==> src/rtl/pkt_tx_arbiter.sv <==
// pkt_tx_arbiter
//   Two-source round-robin arbiter that shares one transmit path. Once a
//   source is granted, its packet words and metadata are forwarded with one
//   cycle of latency until a tail word arrives or the source stays idle
//   for `timeout` cycles.
//
// Ports
//   clk, reset                 clock, asynchronous active-low reset
//   req0/req1                  per-source request for one packet
//   grant0/grant1              per-source ownership, held for the whole packet
//   in{0,1}_pkt_valid/_pkt     per-source packet word (bits [138:136] = type)
//   in{0,1}_metadata_valid/_metadata  per-source descriptor, with the head word
//   out_pkt_valid/out_pkt      registered word toward transmit
//   out_metadata_valid/_metadata      registered descriptor toward transmit
//   transmit_usedw             transmit FIFO fill level
//   pkt_cnt0/pkt_cnt1          tail words forwarded per source (wrapping)
//   timeout_err                one-cycle pulse per timeout revocation
module pkt_tx_arbiter #(
    parameter int unsigned width_meta = 288,
    parameter logic [7:0]  usedw_th   = 8'd160,
    parameter logic [7:0]  timeout    = 8'd255
) (
    input  logic                  clk,
    input  logic                  reset,
    input  logic                  req0,
    input  logic                  req1,
    output logic                  grant0,
    output logic                  grant1,
    input  logic                  in0_pkt_valid,
    input  logic [138:0]          in0_pkt,
    input  logic                  in0_metadata_valid,
    input  logic [width_meta-1:0] in0_metadata,
    input  logic                  in1_pkt_valid,
    input  logic [138:0]          in1_pkt,
    input  logic                  in1_metadata_valid,
    input  logic [width_meta-1:0] in1_metadata,
    output logic                  out_pkt_valid,
    output logic [138:0]          out_pkt,
    output logic                  out_metadata_valid,
    output logic [width_meta-1:0] out_metadata,
    input  logic [7:0]            transmit_usedw,
    output logic [31:0]           pkt_cnt0,
    output logic [31:0]           pkt_cnt1,
    output logic                  timeout_err
);

    typedef enum logic [1:0] {
        IDLE  = 2'd0,
        SEND0 = 2'd1,
        SEND1 = 2'd2
    } state_t;

    localparam logic [2:0] TYPE_TAIL = 3'b110;

    state_t                state_q;
    logic                  grant0_q, grant1_q;
    logic                  last_q;           // 1: source 1 was served last
    logic [7:0]            idle_q;
    logic                  out_pkt_valid_q, out_meta_valid_q;
    logic [138:0]          out_pkt_q;
    logic [width_meta-1:0] out_meta_q;
    logic [31:0]           pkt_cnt0_q, pkt_cnt1_q;
    logic                  timeout_err_q;

    // Granted source's inputs; everything is zero in IDLE so the other
    // source can never leak through.
    logic                  src_pv, src_mv;
    logic [138:0]          src_pkt;
    logic [width_meta-1:0] src_md;

    always_comb begin
        src_pv  = 1'b0;
        src_mv  = 1'b0;
        src_pkt = '0;
        src_md  = '0;
        if (state_q == SEND0) begin
            src_pv  = in0_pkt_valid;
            src_mv  = in0_metadata_valid;
            src_pkt = in0_pkt;
            src_md  = in0_metadata;
        end else if (state_q == SEND1) begin
            src_pv  = in1_pkt_valid;
            src_mv  = in1_metadata_valid;
            src_pkt = in1_pkt;
            src_md  = in1_metadata;
        end
    end

    logic       is_tail;
    logic [7:0] idle_inc;
    logic       pick1;       // arbitration winner is source 1
    logic       can_grant;

    assign is_tail   = src_pv && (src_pkt[138:136] == TYPE_TAIL);
    assign idle_inc  = idle_q + 8'd1;
    // Both requesting: the one not served last wins; otherwise the requester.
    assign pick1     = (req0 && req1) ? ~last_q : req1;
    assign can_grant = (req0 || req1) && (transmit_usedw < usedw_th);

    always_ff @(posedge clk or negedge reset) begin
        if (!reset) begin
            state_q          <= IDLE;
            grant0_q         <= 1'b0;
            grant1_q         <= 1'b0;
            last_q           <= 1'b1;
            idle_q           <= '0;
            out_pkt_valid_q  <= 1'b0;
            out_pkt_q        <= '0;
            out_meta_valid_q <= 1'b0;
            out_meta_q       <= '0;
            pkt_cnt0_q       <= '0;
            pkt_cnt1_q       <= '0;
            timeout_err_q    <= 1'b0;
        end else begin
            timeout_err_q    <= 1'b0;
            out_pkt_valid_q  <= src_pv;
            out_meta_valid_q <= src_mv;
            if (state_q != IDLE) begin
                out_pkt_q  <= src_pkt;
                out_meta_q <= src_md;
            end
            case (state_q)
                IDLE: begin
                    if (can_grant) begin
                        state_q  <= pick1 ? SEND1 : SEND0;
                        grant0_q <= ~pick1;
                        grant1_q <= pick1;
                        last_q   <= pick1;
                        idle_q   <= '0;
                    end
                end
                SEND0, SEND1: begin
                    // A tail wins over a coincident timeout: it is valid, so
                    // the idle counter cannot advance in that cycle anyway.
                    if (is_tail) begin
                        state_q  <= IDLE;
                        grant0_q <= 1'b0;
                        grant1_q <= 1'b0;
                        idle_q   <= '0;
                        if (state_q == SEND0) pkt_cnt0_q <= pkt_cnt0_q + 32'd1;
                        else                  pkt_cnt1_q <= pkt_cnt1_q + 32'd1;
                    end else if (src_pv) begin
                        idle_q <= '0;
                    end else if (idle_inc == timeout) begin
                        state_q       <= IDLE;
                        grant0_q      <= 1'b0;
                        grant1_q      <= 1'b0;
                        idle_q        <= '0;
                        timeout_err_q <= 1'b1;
                    end else begin
                        idle_q <= idle_inc;
                    end
                end
                default: begin
                    state_q  <= IDLE;
                    grant0_q <= 1'b0;
                    grant1_q <= 1'b0;
                end
            endcase
        end
    end

    assign grant0             = grant0_q;
    assign grant1             = grant1_q;
    assign out_pkt_valid      = out_pkt_valid_q;
    assign out_pkt            = out_pkt_q;
    assign out_metadata_valid = out_meta_valid_q;
    assign out_metadata       = out_meta_q;
    assign pkt_cnt0           = pkt_cnt0_q;
    assign pkt_cnt1           = pkt_cnt1_q;
    assign timeout_err        = timeout_err_q;

endmodule

==> config.mk <==
export PLATFORM = sky130hd
export DESIGN_NAME = pkt_tx_arbiter
export DESIGN_NICKNAME = d
export VERILOG_FILES = /design/src/rtl/pkt_tx_arbiter.sv
export SDC_FILE = /design/constraint.sdc
export NUM_CORES = 1
export LEC_CHECK = 0
export CAP_MARGIN = 10
export CORE_AREA = 4 4 529 531
export CTS_BUF_LIST = sky130_fd_sc_hd__clkbuf_16
export DETAILED_ROUTE_END_ITERATION = 6
export DIE_AREA = 0 0 533 535
export PLACE_DENSITY = 0.3
export SLEW_MARGIN = 20
export SYNTH_ARGS = -nofsm -noshare
export SYNTH_HDL_FRONTEND = slang
export SYNTH_SLANG_ARGS = --single-unit
export TNS_END_PERCENT = 20
==> constraint.sdc <==
create_clock -name clk -period 2.7 [get_ports clk]
set_input_delay 0.54 -clock clk [delete_from_list [all_inputs] [get_ports clk]]
set_output_delay 0.54 -clock clk [all_outputs]
set_load 0.05 [all_outputs]
==> results of run 1 <==
==> cells in the final DEF, fill, tap and decap left out, types with 25 or more instances in the layout <==
cell type                            n
sky130_fd_sc_hd__o21ai_0           435
sky130_fd_sc_hd__xnor2_1            54
sky130_fd_sc_hd__clkdlybuf4s50_1  1232
sky130_fd_sc_hd__clkinv_1           25
sky130_fd_sc_hd__a21oi_1           425
sky130_fd_sc_hd__nand3_1            27
sky130_fd_sc_hd__nor2_1            433
sky130_fd_sc_hd__dfrtp_1           504
sky130_fd_sc_hd__buf_4             245
sky130_fd_sc_hd__clkbuf_16          75
sky130_fd_sc_hd__nand2_1           891
==> worst reg2reg max path, delay by kind of cell (launching register included) <==
family | cells | cell delay [ns]
AO/OA/AOI/OAI | 2 | 0.51
AND/OR/NAND/NOR | 1 | 0.22
adder cells (fa/ha/maj) | 1 | 0.23
flip-flops | 1 | 0.43
buffers and inverters | 4 | 0.99
==> repair_timing <==
action,4_1_cts,5_1_grt
hold buffers,1,0
endpoints found under the setup margin,7,5
cloned,0,0
resized for setup,7,5
endpoints found under the hold margin,67,0
==> logic make-up after synthesis <==
logic type,Yosys count,share of synthesized area
adder cells (fa/ha/maj),7,0.00359
buffers and inverters,250,0.0388
AO/OA/AOI/OAI,890,0.188
multiplexers,3,0.00138
AND/OR/NAND/NOR,1411,0.227
XOR/XNOR,64,0.0230
flip-flops,505,0.517
==> power groups by stage <==
stage	clock [µW]	sequential (µW)	combinational [µW]
floorplan	0	23900	7400
global placement	0	13000	35000
finish	10000	12900	34100
detailed placement	0	13000	34900
global route	10800	13400	36600
CTS	10600	13000	35000
==> per-layer routing <==
metal | global-route usage | wire length [µm] | vias to the layer above
li1 | - | - | 13100
met1 | 0.148 | 76200 | 12400
met2 | 0.197 | 83100 | 1094
met3 | 0.0666 | 22400 | 135
met4 | 0.0269 | 3180 | 10
met5 | 0 | 55 | -
==> final cells by class <==
class,instances,area (µm²),share of cell area
flip-flops and latches,505,12600,0.278
diodes,19,47.5,0.00105
clock buffers,75,1880,0.0413
inverters,8,30.0,0.000661
well taps,3705,4640,0.102
clock inverters,63,562,0.0124
repair buffers,1513,14800,0.325
multi-input cells,2375,10900,0.239
==> flip-flops by register name, summed over array words and instances, names as in the netlist <==
register and count:
pkt_cnt0 32, out_pkt_valid 1, out_metadata 288, out_metadata_valid 1, last_q 1, out_pkt 139
idle_q 8, timeout_err 1, pkt_cnt1 32, state_q 2
==> through the flow <==
step | std cells | cell area, µm²
after floorplan | 3130 | 24400
after global placement | 8105 | 42900
after detailed placement | 8105 | 42900
after CTS | 8244 | 45400
after global routing | 8255 | 45400
final | 8263 | 45400
==> path summary, 6_finish.rpt <==
| path | start | slack (ns) | to | depth (start not counted) |
|---|---|---|---|---|
| worst max-delay path | pkt_cnt0[0]$_DFFE_PN0P_ | 0.10 | pkt_cnt0[0] | 1 |
| worst min-delay path | reset | 0.31 | out_pkt[34]$_DFFE_PN0N_ | 2 |
| worst max register to register | state_q[1]$_DFFE_PN0P_ | 0.17 | out_metadata[119]$_DFFE_PN0N_ | 8 |
| worst min register to register | last_q$_DFFE_PN1P_ | 0.47 | last_q$_DFFE_PN1P_ | 2 |
| max in group asynchronous | reset | 1.42 | out_metadata[78]$_DFFE_PN0N_ | 4 |
| min in group clk | last_q$_DFFE_PN1P_ | 0.47 | last_q$_DFFE_PN1P_ | 2 |
==> results.toml, run 1 <==
[layout]
share_of_cells_above_drive_strength_1 = 0.0848
finalCoreUtilization = 0.165
fillCellCount = 31300
area_growth_syn_to_layout_pct = 86.0
fin_nets = 5355

[routing]
drt_first_pass_iters = 5
avgViaCountPerCell = 3.23
routedWlPerCell_um = 22.4
ant_nets = 0
remaining_drc_errors = 0
drt-total-wl_um = 185000
dr.first_iter.drc_count = 1476
vias = 26700

[floorplanning]
initial_utilization = 0.0886
dieArea_mm2 = 0.285
chipHeight_um = 535
placeableCoreArea_mm2 = 0.276
chipWidth_um = 533
io-pin-count = 1366
rows = 193

[outcome]
result_of_the_run = "finished, final reports clean"

[clock_network]
cts_inserted_buffers = 75
worst_skew_pair.late_latency_ns = 0.70
cts.sinks = 505
cts_max_level = 3
maximum_count_of_clock_buffers_along_a_single_path = 3
clk_root_buffer_cell = "sky130_fd_sc_hd__clkbuf_16"
cts_tree = "yes"
cts.clk_slew.worst_paths_ns = 0.06
cts_setup_buffers = 0

[timing]
setup_repair_after_global_routing_missed_its_margin = "no"
clock_skew_ns = 0.0588
finalCritPeriodShare = 0.961
tightest_slew_ns = 0.806
setup_viol = 0
min_clock_period_post_route_ns = 2.60
finalHoldViolCount = 0
setup_slack_ns = 0.105
timing.final.max_slew_violations = 0
finalSetupTns_ns = 0
maximum_frequency_from_static_timing_analysis_mhz = 385
timing.slew.headroom = 0.461
hold_ws_ns = 0.310

[power]
total_switching_power_uw = 31100
overall_power_consumption_uw = 57100
seq_power_share = 0.227
share_clk_of_total_power = 0.176
p_int_uw = 25900
power_per_cell_area_mw_per_mm2 = 1260
comb_power_share = 0.597
ir_worst_vdd_uv = 492
swShare = 0.546
p_leak_uw = 0.0181

[critical_path]
critical_path.endpoint_type = "primary output"
timing.critical_path.required_ns = 2.16
crit_family = "buffers and inverters"
setup.worst_path.start_class = "register"
critPathArrivalTime_ns = 2.06
worst_path_largest_cell_delay_ns = 0.94
worstPathBufferInverterCount = 1
critical_path.slowest_cell = "sky130_fd_sc_hd__clkdlybuf4s50_1"
crit_chain = "clkdlybuf4s50_1"
timing.setup.critical_path_class = "register to primary output"
cp_max_fo = 4

[worst_hold_path]
min-delay-path-class = "input port to asynchronous set/reset pin"

[synthesis]
mappedNetlistArea_mm2 = 0.0244
number_of_storage_elements_in_the_synthesis_netlist = 505
synthesized_instance_count = 3130
synth_common_cells = "sky130_fd_sc_hd__nand2_1 (891), sky130_fd_sc_hd__dfrtp_1 (504), sky130_fd_sc_hd__o21ai_0 (435)"
synth_most_common_cell = "sky130_fd_sc_hd__nand2_1"
synth_top_area_share = 0.516
yosysWarnings = 0
ys.flop_type = "sky130_fd_sc_hd__dfrtp_1"
synth_top_cell_by_area = "sky130_fd_sc_hd__dfrtp_1"
synth.area.top_cells = "sky130_fd_sc_hd__dfrtp_1 (52%), sky130_fd_sc_hd__nand2_1 (14%), sky130_fd_sc_hd__o21ai_0 (8.9%), sky130_fd_sc_hd__a21oi_1 (8.7%), sky130_fd_sc_hd__nor2_1 (6.7%)"
syn-mean-instance-area_um2 = 7.80
synth_seq_area_share = 0.517
synth_enable_flop_cells = 0
netlist-cell-type-count = 47
postSynth.asyncResetShare = 1.00
synthesis.nets = 4007

[place]
dp_worst_setup_slack_ns = -0.0148
detailed_placement_hpwl_um = 155000
finalWeightedCongestion = 0.872
io_buffers = 1360

[flow_run]
cap_viol_max_count = 0

[global_route]
vias_in_the_first_global_route = 27300
globalRouteTotalUtil = 0.124
initial_antenna_violation_count = 42
grt.overflow.total = 0
grt_max_degree = 140
wire_length_of_the_first_global_routing_pass_um = 245000
No activity file was read; power rests on OpenSTA's default activity.
==> inputs of run 2 (changes only) <==
CELL_PAD_IN_SITES_DETAIL_PLACEMENT = 1   (was default)
CELL_PAD_IN_SITES_GLOBAL_PLACEMENT = 1   (was default)
CORE_AREA = 4 4 533 535   (was 4 4 529 531)
DIE_AREA = 0 0 537 539   (was 0 0 533 535)
PLACE_DENSITY = 0.32   (was 0.3)
==> results.toml, run 2 (synthesis gave the netlist of run 1 again) <==
[routing]
avgViaCountPerCell = 3.27
drt-total-wl_um = 192000
drt_first_pass_iters = 4
remaining_drc_errors = 0
ant_nets = 0
vias = 27100
dr.first_iter.drc_count = 1187
routedWlPerCell_um = 23.2

[power]
p_int_uw = 26200
ir_worst_vdd_uv = 450
comb_power_share = 0.593
seq_power_share = 0.226
p_leak_uw = 0.0182
share_clk_of_total_power = 0.181
swShare = 0.538
power_per_cell_area_mw_per_mm2 = 1250
total_switching_power_uw = 30600

[layout]
largest_reg_flops = 288
fillCellCount = 32700
most-common-layout-cells = "sky130_fd_sc_hd__clkdlybuf4s50_1 (1241), sky130_fd_sc_hd__nand2_1 (891), sky130_fd_sc_hd__dfrtp_1 (504), sky130_fd_sc_hd__o21ai_0 (435), sky130_fd_sc_hd__nor2_1 (433)"
area_taken_by_flip_flops_and_latches_mm2 = 0.0126
layout_commonest_cell = "sky130_fd_sc_hd__clkdlybuf4s50_1"
area_growth_syn_to_layout_pct = 86.6
share_of_cells_above_drive_strength_1 = 0.0782
multi_input_area_mm2 = 0.0109
finalCoreUtilization = 0.163
fin_nets = 5341

[global_route]
grt_max_degree = 91
initial_antenna_violation_count = 70
grt.overflow.total = 0
vias_in_the_first_global_route = 28600
globalRouteTotalUtil = 0.128
wire_length_of_the_first_global_routing_pass_um = 256000

[place]
io_buffers = 1360
finalWeightedCongestion = 0.787
detailed_placement_hpwl_um = 161000

[timing]
timing.slew.headroom = 0.477
finalHoldViolCount = 0
timing.final.max_slew_violations = 0
finalSetupTns_ns = 0
tightest_slew_ns = 0.781
finalCritPeriodShare = 0.962
min_clock_period_post_route_ns = 2.60
setup_viol = 0
maximum_frequency_from_static_timing_analysis_mhz = 385
clock_skew_ns = 0.0481

[critical_path]
worst_path_largest_cell_delay_ns = 1.00
worstPathBufferInverterCount = 1
worst-r2r-setup-slack_ns = 0.27
critical_path.slowest_cell = "sky130_fd_sc_hd__clkdlybuf4s50_1"
timing.setup.critical_path_class = "register to primary output"
critPathArrivalTime_ns = 2.06
critical_path.endpoint_type = "primary output"
crit_family = "buffers and inverters"
timing.critical_path.required_ns = 2.16
crit_chain = "clkdlybuf4s50_1"
cp_max_fo = 2
setup.worst_path.start_class = "register"

[clock_network]
cts.sinks = 505
cts_tree = "yes"
cts_inserted_buffers = 81
maximum_count_of_clock_buffers_along_a_single_path = 3
cts.clk_slew.worst_paths_ns = 0.05
cts_max_level = 3
worst_skew_pair.late_latency_ns = 0.70
clk_root_buffer_cell = "sky130_fd_sc_hd__clkbuf_16"

[outcome]
result_of_the_run = "finished, final reports clean"

[flow_run]
cap_viol_max_count = 0

[floorplanning]
placeableCoreArea_mm2 = 0.279
chipHeight_um = 539
io-pin-count = 1366
dieArea_mm2 = 0.289
initial_utilization = 0.0876
rows = 194
chipWidth_um = 537

[worst_hold_path]
min-delay-path-class = "input port to asynchronous set/reset pin"
## run 2: cell types whose count changed in the layout (fill, tap and decap cells not counted), moves of 3 or more
| cell | change |
|---|---|
| sky130_fd_sc_hd__inv_1 | +9 |
| sky130_fd_sc_hd__clkbuf_16 | +7 |
| sky130_fd_sc_hd__buf_4 | -52 |
| sky130_fd_sc_hd__clkinv_2 | +8 |
| sky130_fd_sc_hd__clkinv_4 | -3 |
| sky130_fd_sc_hd__buf_12 | +11 |
| sky130_fd_sc_hd__dlygate4sd2_1 | +14 |
| sky130_fd_sc_hd__clkinv_1 | -12 |
| sky130_fd_sc_hd__clkdlybuf4s50_1 | +9 |
## run 2: through the flow
| step | setup slack [ns] | area, µm² | instances | total power [µW] | hold WS, ns |
|---|---|---|---|---|---|
| after floorplan | 0.160 | 24400 | 3130 | 31300 | 0.244 |
| after global placement | -0.157 | 43000 | 8104 | 47800 | 0.407 |
| after CTS | 0.00508 | 45500 | 8249 | 58800 | 0.223 |
| after global routing | -0.0000193 | 45600 | 8260 | 61000 | 0.250 |
| after detailed placement | -0.180 | 43000 | 8104 | 47800 | 0.403 |
| final | 0.102 | 45600 | 8269 | 56800 | 0.304 |
## run 2: power groups by stage
stage               combinational, µW  sequential [µW]  clock [µW]
floorplan                        7400            23900           0
global placement                34900            12900           0
detailed placement              34800            13000           0
CTS                             34900            12900       11000
global route                    36400            13300       11300
finish                          33700            12800       10300
## run 2: layout make-up
type	instances	area share
multi-input combinational	2375	0.239
antenna	20	0.00110
clock buffer	82	0.0450
sequential	505	0.277
clock inverter	62	0.0108
timing repair buffer	1493	0.324
inverter	8	0.000659
tap	3724	0.102
## run 2: worst paths after layout
| check | end | depth (start not counted) | start |
|---|---|---|---|
| max reg2reg | out_metadata[50]$_DFFE_PN0N_ | 7 | state_q[1]$_DFFE_PN0P_ |
| min in group clk | last_q$_DFFE_PN1P_ | 2 | last_q$_DFFE_PN1P_ |
| max | out_metadata[275] | 1 | out_metadata[275]$_DFFE_PN0N_ |
| min reg2reg | last_q$_DFFE_PN1P_ | 2 | last_q$_DFFE_PN1P_ |
| max in group asynchronous | out_metadata[169]$_DFFE_PN0N_ | 4 | reset |
| min | pkt_cnt0[29]$_DFFE_PN0P_ | 2 | reset |
## run 2: metal layers
metal / share of wire / track usage / up-vias
met2: 0.47 / 0.214 / 1007
li1: - / - / 13100
met3: 0.13 / 0.0740 / 196
met4: 0.021 / 0.0297 / 64
met1: 0.38 / 0.139 / 12700
met5: 0.0020 / 0 / -
## run 2: repair_timing
item	in CTS	in global routing
endpoints found under the setup margin	21	4
gates resized for setup	21	4
hold buffers	1	0
endpoints found under the hold margin	53	0
buffers inserted	0	0
